### config.mk
export PLATFORM = sky130hd
export DESIGN_NAME = vga_capture
export DESIGN_NICKNAME = d
export VERILOG_FILES = /design/src/rtl/vga_timing_pkg.sv /design/src/rtl/vga_sync_edge.sv /design/src/rtl/vga_capture.sv
export SDC_FILE = /design/constraint.sdc
export NUM_CORES = 1
export LEC_CHECK = 0
export CAP_MARGIN = 20
export CORE_AREA = 2 2 96 98
export CTS_BUF_LIST = sky130_fd_sc_hd__clkbuf_4 sky130_fd_sc_hd__clkbuf_8
export DETAILED_ROUTE_END_ITERATION = 10
export DIE_AREA = 0 0 98 100
export GPL_TIMING_DRIVEN = 0
export PLACE_DENSITY = 0.75
export SLEW_MARGIN = 0
export SYNTH_ARGS = -nofsm -noshare
export SYNTH_HDL_FRONTEND = slang
export SYNTH_SLANG_ARGS = --single-unit
### constraint.sdc
create_clock -name vga_clk -period 9.3 [get_ports vga_clk]
set_input_delay 1.395 -clock vga_clk [delete_from_list [all_inputs] [get_ports vga_clk]]
set_output_delay 1.395 -clock vga_clk [all_outputs]
set_load 0.02 [all_outputs]
### src/rtl/vga_timing_pkg.sv
// vga_timing_pkg
//   Shared VGA timing defaults (640x480 @ 800x525), derived data-enable
//   window bounds, frame-buffer size and capture FSM state encoding.
//   Used by vga_capture and its sub-module via import vga_timing_pkg::*.
package vga_timing_pkg;

    // Default timing (pixel clocks horizontally, lines vertically)
    localparam int H_SYNC_DEF   = 96;
    localparam int H_BACK_DEF   = 48;
    localparam int H_ACTIVE_DEF = 640;
    localparam int H_TOTAL_DEF  = 800;
    localparam int V_SYNC_DEF   = 2;
    localparam int V_BACK_DEF   = 33;
    localparam int V_ACTIVE_DEF = 480;
    localparam int V_TOTAL_DEF  = 525;

    // Derived data-enable window (start inclusive, end exclusive)
    localparam int HDE_START = H_SYNC_DEF + H_BACK_DEF;                 // 144
    localparam int HDE_END   = H_SYNC_DEF + H_BACK_DEF + H_ACTIVE_DEF;  // 784
    localparam int VDE_START = V_SYNC_DEF + V_BACK_DEF;                 // 35
    localparam int VDE_END   = V_SYNC_DEF + V_BACK_DEF + V_ACTIVE_DEF;  // 515
    localparam int FB_WORDS  = H_ACTIVE_DEF * V_ACTIVE_DEF;             // 307200

    // Saturation value of the 10-bit position counters
    localparam int CNT_MAX = 1023;

    // Capture FSM encoding
    localparam logic [1:0] ST_SEARCH = 2'd0;
    localparam logic [1:0] ST_ARM    = 2'd1;
    localparam logic [1:0] ST_LOCKED = 2'd2;

endpackage

### src/rtl/vga_sync_edge.sv
// vga_sync_edge
//   Registers one active-low sync input (stage S1) and flags a falling edge
//   by comparing the S1 value with the previous S1 value.
//   Ports:
//     vga_clk  pixel clock, rising edge
//     rst      asynchronous, active-high reset (S1 and history reset to 1)
//     sync_in  raw sync pin
//     fall     high for one cycle while S1 shows the first low sample
module vga_sync_edge (
    input  logic vga_clk,
    input  logic rst,
    input  logic sync_in,
    output logic fall
);
    import vga_timing_pkg::*;

    logic sync_s1;
    logic sync_prev;

    always_ff @(posedge vga_clk or posedge rst) begin
        if (rst) begin
            sync_s1   <= 1'b1;
            sync_prev <= 1'b1;
        end else begin
            sync_s1   <= sync_in;
            sync_prev <= sync_s1;
        end
    end

    assign fall = sync_prev & ~sync_s1;

endmodule

### src/rtl/vga_capture.sv
// vga_capture
//   Locks onto an incoming VGA timing stream, verifies line and frame
//   lengths, and writes every active pixel of enabled frames into a
//   row-major frame buffer (address y*H_ACTIVE+x, data {r,g,b}).
//   Ports:
//     vga_clk, rst          pixel clock / async active-high reset
//     vga_hs, vga_vs        active-low syncs
//     vga_r/g/b             pixel colour
//     cap_en                capture enable, sampled at each frame start
//     wr_en/wr_addr/wr_data frame-buffer write port, no backpressure
//     locked                high while in LOCKED
//     frame_done            pulse the cycle after the final pixel write
//     err                   pulse on a timing violation
module vga_capture
    import vga_timing_pkg::*;
#(
    parameter int H_SYNC   = H_SYNC_DEF,
    parameter int H_BACK   = H_BACK_DEF,
    parameter int H_ACTIVE = H_ACTIVE_DEF,
    parameter int H_TOTAL  = H_TOTAL_DEF,
    parameter int V_SYNC   = V_SYNC_DEF,
    parameter int V_BACK   = V_BACK_DEF,
    parameter int V_ACTIVE = V_ACTIVE_DEF,
    parameter int V_TOTAL  = V_TOTAL_DEF
) (
    input  logic        vga_clk,
    input  logic        rst,
    input  logic        vga_hs,
    input  logic        vga_vs,
    input  logic [7:0]  vga_r,
    input  logic [7:0]  vga_g,
    input  logic [7:0]  vga_b,
    input  logic        cap_en,
    output logic        wr_en,
    output logic [18:0] wr_addr,
    output logic [23:0] wr_data,
    output logic        locked,
    output logic        frame_done,
    output logic        err
);

    localparam logic [9:0]  H_DE_S  = 10'(H_SYNC + H_BACK);
    localparam logic [9:0]  H_DE_E  = 10'(H_SYNC + H_BACK + H_ACTIVE);
    localparam logic [9:0]  V_DE_S  = 10'(V_SYNC + V_BACK);
    localparam logic [9:0]  V_DE_E  = 10'(V_SYNC + V_BACK + V_ACTIVE);
    localparam logic [9:0]  H_LAST  = 10'(H_TOTAL - 1);
    localparam logic [9:0]  V_LAST  = 10'(V_TOTAL - 1);
    localparam logic [9:0]  CNT_SAT = 10'(CNT_MAX);
    localparam logic [18:0] FB_LAST = 19'(H_ACTIVE * V_ACTIVE - 1);

    logic        hs_fall;
    logic        vs_fall;
    logic [23:0] rgb_s1;
    logic [9:0]  x_cnt;
    logic [9:0]  y_cnt;
    logic        vs_pending;
    logic        first_edge;
    logic [1:0]  state;
    logic        frame_cap;

    logic        y_reset;
    logic        line_err;
    logic        frame_err;
    logic        lost_err;
    logic        timing_err;
    logic        active;
    logic        do_write;

    vga_sync_edge u_hs_edge (
        .vga_clk (vga_clk),
        .rst     (rst),
        .sync_in (vga_hs),
        .fall    (hs_fall)
    );

    vga_sync_edge u_vs_edge (
        .vga_clk (vga_clk),
        .rst     (rst),
        .sync_in (vga_vs),
        .fall    (vs_fall)
    );

    always_ff @(posedge vga_clk or posedge rst) begin
        if (rst) rgb_s1 <= '0;
        else     rgb_s1 <= {vga_r, vga_g, vga_b};
    end

    // A vs edge arms the next hs edge as frame start; a coincident vs/hs
    // edge restarts the frame on that very edge.
    assign y_reset = hs_fall && (vs_fall || vs_pending);

    // x_cnt is cleared on the edge that ends the detect cycle, so on a
    // correctly timed hs edge it still holds H_TOTAL-1 from the prior line.
    assign line_err   = hs_fall && !first_edge && (x_cnt != H_LAST);
    assign frame_err  = y_reset && (state != ST_SEARCH) && (y_cnt != V_LAST);
    assign lost_err   = !hs_fall && (x_cnt == CNT_SAT - 10'd1);
    assign timing_err = line_err || frame_err || lost_err;

    assign active   = (x_cnt >= H_DE_S) && (x_cnt < H_DE_E) &&
                      (y_cnt >= V_DE_S) && (y_cnt < V_DE_E);
    assign do_write = (state == ST_LOCKED) && frame_cap && active && !timing_err;

    assign locked = (state == ST_LOCKED);

    always_ff @(posedge vga_clk or posedge rst) begin
        if (rst) begin
            x_cnt      <= '0;
            y_cnt      <= '0;
            vs_pending <= 1'b0;
        end else begin
            if (hs_fall)               x_cnt <= '0;
            else if (x_cnt != CNT_SAT) x_cnt <= x_cnt + 10'd1;

            if (y_reset)                           y_cnt <= '0;
            else if (hs_fall && y_cnt != CNT_SAT)  y_cnt <= y_cnt + 10'd1;

            if (y_reset)      vs_pending <= 1'b0;
            else if (vs_fall) vs_pending <= 1'b1;
        end
    end

    always_ff @(posedge vga_clk or posedge rst) begin
        if (rst) begin
            state      <= ST_SEARCH;
            first_edge <= 1'b1;
            frame_cap  <= 1'b0;
            err        <= 1'b0;
        end else begin
            err <= timing_err;
            if (y_reset) frame_cap <= cap_en;

            if (timing_err) begin
                state      <= ST_SEARCH;
                first_edge <= 1'b1;
            end else begin
                if (hs_fall) first_edge <= 1'b0;
                if (y_reset) begin
                    case (state)
                        ST_SEARCH: state <= ST_ARM;
                        ST_ARM:    state <= ST_LOCKED;
                        default:   state <= ST_LOCKED;
                    endcase
                end
            end
        end
    end

    always_ff @(posedge vga_clk or posedge rst) begin
        if (rst) begin
            wr_en      <= 1'b0;
            wr_addr    <= '0;
            wr_data    <= '0;
            frame_done <= 1'b0;
        end else begin
            wr_en      <= do_write;
            frame_done <= wr_en && (wr_addr == FB_LAST);
            if (do_write) wr_data <= rgb_s1;

            // wr_addr names the pixel presented with wr_en and advances
            // after it; it holds at the last word until the next frame.
            if (y_reset)                           wr_addr <= '0;
            else if (wr_en && wr_addr != FB_LAST)  wr_addr <= wr_addr + 19'd1;
        end
    end

endmodule

==> flow_metrics.py <==
metrics = {
    "logic_synthesis": {
        "post_synth_instance_area_um2": 4290,
        "ys_ff_latch": 99,
        "ys_top_cells_by_area": "sky130_fd_sc_hd__dfrtp_1 (55%), sky130_fd_sc_hd__mux2_4 (6.7%), sky130_fd_sc_hd__nor2_1 (3.3%)",
        "synthesis.area_per_instance_um2": 12.2,
        "synth.distinct_cells": 55,
        "synth_cells": 351,
        "dominantRegCellSynth": "sky130_fd_sc_hd__dfrtp_1",
        "synth-edff-count": 0,
        "synth_largest_type_area_fraction_pct": 54.9,
        "synth.largest_area_cell": "sky130_fd_sc_hd__dfrtp_1",
        "synthesis.nets": 386,
        "synth_sequential_area_ratio_pct": 57.9,
        "yosysWarningCount": 0,
        "postSynth.asyncResetShare_pct": 100,
    },
    "worst_setup_path": {
        "critical_path.cell_chain": "nor2b_1 > clkdlybuf4s50_1",
        "crit_path_start": "state[1]",
        "crit_family": "buffers and inverters",
        "timing.critical_path.slowest_stage_cell": "sky130_fd_sc_hd__clkdlybuf4s50_1",
        "crit_path_max_fanout": 4,
        "critical_path.startpoint_type": "flop",
        "reg_to_reg_critical_path_startpoint": "y_cnt[0]",
        "critical_path_class": "reg2out",
        "critical_path.n_buffers_inverters": 1,
        "critPathRequiredTime_ns": 7.91,
        "worstPathArrival_ns": 1.51,
        "slowest_delay_ns": 0.61,
        "kind_of_end_point_of_the_critical_path": "output pin",
    },
    "clock_network": {
        "cts.repair_timing.setup_buffer_count": 0,
        "numCtsBuffers": 9,
        "cts.hold.buffers_added": 0,
        "post_cts.resized_instances": 0,
        "clkSlewWorstSetupHoldPaths_ns": 0.10,
        "clock-sinks": 99,
        "worstSkewPairLatency_ns": 0.36,
        "tritoncts_clock_tree": "yes",
        "root_buffer": "sky130_fd_sc_hd__clkbuf_8",
        "cts-htree-levels": 3,
        "clockBufferDepth": 2,
    },
    "sta": {
        "layout_worst_path_cycle_share_pct": 31.3,
        "slew-limit-headroom_pct": 47.7,
        "setup_total_negative_slack_ns": 0,
        "endpoints_failing_setup": 0,
        "rsz0062_at_grt": "no",
        "final-hold-violation-count": 0,
        "whs_ns": 0.376,
        "time_the_worst_path_needs_with_i_o_delays_and_setup_ns": 2.91,
        "tightestPinTransition_ns": 0.777,
        "fmax_mhz": 344,
        "timing.final.ws_setup_ns": 6.39,
        "report.final.slew_viol_count": 0,
        "final.setup_skew_ns": 0.00789,
    },
    "power_and_ir_drop": {
        "switching_share_pct": 25.5,
        "clock_power_share_pct": 34.6,
        "share_comb_of_total_power_pct": 9.2,
        "p_per_area_nw_per_um2": 155,
        "power_share_of_the_sequential_group_pct": 56.3,
        "power.static_leakage_nw": 2.37,
        "power.net_switching_uw": 215,
        "peakVddDrop_mv": 0.0763,
        "cellInternalPower_uw": 628,
        "totalPowerFinal_uw": 843,
    },
    "finish": {
        "utilization_pct": 61.1,
        "stdcell_count": 554,
        "final_nets": 473,
        "fraction_of_layout_cells_with_a_size_suffix_above_1_pct": 13.8,
        "finish.instance_area_um2": 5430,
        "antenna_cells_inserted": 0,
        "areaGrowthSynthToFinish_pct": 26.6,
    },
    "placed_design": {
        "place.gp.congestion": 0.838,
        "placed_cell_count": 538,
        "dp_hpwl_mm": 5.58,
        "place_area_um2": 5210,
        "place_ws_ns": 6.73,
        "port_bufs": 75,
    },
    "route": {
        "routed_wire_length_per_instance_um": 14.4,
        "drt-vias-per-instance": 5.31,
        "residual_drc_count": 0,
        "routed_wl_mm": 7.96,
        "drt_iter0_drc": 82,
        "routed-via-count": 2940,
        "first_pass_iters": 4,
        "ant_nets": 0,
    },
    "outcome": {
        "status": "finished, final reports clean",
    },
    "floorplanning": {
        "initial_core_util_pct": 48.2,
        "io_pins": 76,
        "die_width_um": 98,
        "die_area_um2": 9800,
        "core_region_area_um2": 8890,
        "row_count": 35,
        "die_y_um": 100,
    },
    "worst_hold_path": {
        "hp-start": "u_vs_edge.sync_s1",
        "hold_class": "reg2reg",
    },
    "global_route": {
        "total_congestion_overflow_after_global_routing": 0,
        "via_count_of_the_first_global_routing_pass": 2903,
        "grt_pass1_wl_mm": 13.6,
        "grt_antenna_before_repair": 0,
        "maximum_number_of_pins_on_one_net_before_global_route_repair": 55,
        "grt_usage_pct": 17.2,
    },
    "flow_run": {
        "timing.max_cap.violations": 0,
    },
}
metal layers:
metal	GRT usage (%)	share of wire, %	wire length, um	vias to the layer above
li1	-	-	-	1411
met1	23.0	45	3570	1450
met2	27.9	50	3960	70
met3	3.69	4.2	335	9
met4	6.20	1.2	95	0
met5	0	0	0	-
flip-flops by register name, indices dropped and copies added, names as in the netlist, 2 cells and up:
register	cells
wr_addr	19
state	2
y_cnt	10
wr_data	24
x_cnt	10
rgb_s1	24
cell usage in the layout, fill, tap and decap left out, types with 5 or more instances in the layout:
cell | netlist | routed
sky130_fd_sc_hd__mux2_2 | 5 | 5
sky130_fd_sc_hd__xor2_1 | 12 | 12
sky130_fd_sc_hd__dfstp_2 | 5 | 5
sky130_fd_sc_hd__clkbuf_8 | 0 | 10
sky130_fd_sc_hd__nand2_1 | 21 | 21
sky130_fd_sc_hd__clkbuf_1 | 6 | 6
sky130_fd_sc_hd__inv_1 | 13 | 12
sky130_fd_sc_hd__and3_1 | 5 | 5
sky130_fd_sc_hd__nor2_1 | 38 | 38
sky130_fd_sc_hd__nand3_1 | 9 | 9
sky130_fd_sc_hd__o21ai_0 | 11 | 11
sky130_fd_sc_hd__xnor2_1 | 12 | 12
sky130_fd_sc_hd__nand4_1 | 8 | 8
sky130_fd_sc_hd__ha_1 | 6 | 6
sky130_fd_sc_hd__a21oi_1 | 11 | 11
sky130_fd_sc_hd__mux2_4 | 19 | 19
sky130_fd_sc_hd__clkdlybuf4s50_1 | 0 | 75
sky130_fd_sc_hd__nor3_1 | 7 | 7
sky130_fd_sc_hd__dfrtp_1 | 94 | 94
cells in the mapped netlist, drive strengths merged, types with 3 or more instances:
cell type,n
and3,5
o2111ai,3
or3,3
xor2,12
and2,5
a211oi,4
nor2,39
clkbuf,6
dfrtp,94
nand4,8
nand2,21
and4,4
a21oi,11
nand3,9
dfstp,5
buf,5
mux2,24
a31oi,3
o21ai,11
o211ai,3
o31ai,3
xnor2,12
or4,5
ha,6
inv,13
nor3,8
final timing paths:
| path | end | slack (ns) | cells past startpoint |
|---|---|---|---|
| worst max-delay path | locked | 6.39 | 2 |
| worst min-delay path | u_vs_edge.sync_prev | 0.38 | 0 |
| worst max register to register | wr_data[10] | 6.94 | 7 |
| worst min register to register | u_vs_edge.sync_prev | 0.38 | 0 |
| max in group asynchronous | u_vs_edge.sync_prev | 7.17 | 3 |
| min in group asynchronous | rgb_s1[17] | 1.45 | 2 |
cell families after synthesis:
family                     Yosys count  share of synthesized area [%]
AOI/OAI and AO/OA                   48                           8.38
xor gates and xnor gates            24                           4.90
adders and majority gates            6                           1.75
buffers and inverters               24                           2.92
DFF                                 99                           57.9
muxes                               26                           8.43
and+or+nand+nor                    124                           15.7
power by group through the flow:
stage	sequential [mW]	clock [mW]	combinational, mW
after floorplan	0.478	0	0.0488
after global placement	0.480	0	0.0746
after detailed placement	0.482	0	0.0789
after CTS	0.474	0.300	0.0789
after global routing	0.479	0.324	0.0880
final	0.474	0.291	0.0773
cell type report:
type,count,area [um^2]
fillers,679,3460
multi-input cells,228,1680
plain buffers,11,76.3
clock buffers,10,138
flip-flops and latches,99,2480
inverters,13,51.3
repair buffers,76,778
clock inverters,6,83.8
well taps,111,139
(Power assumes the default switching activity.)
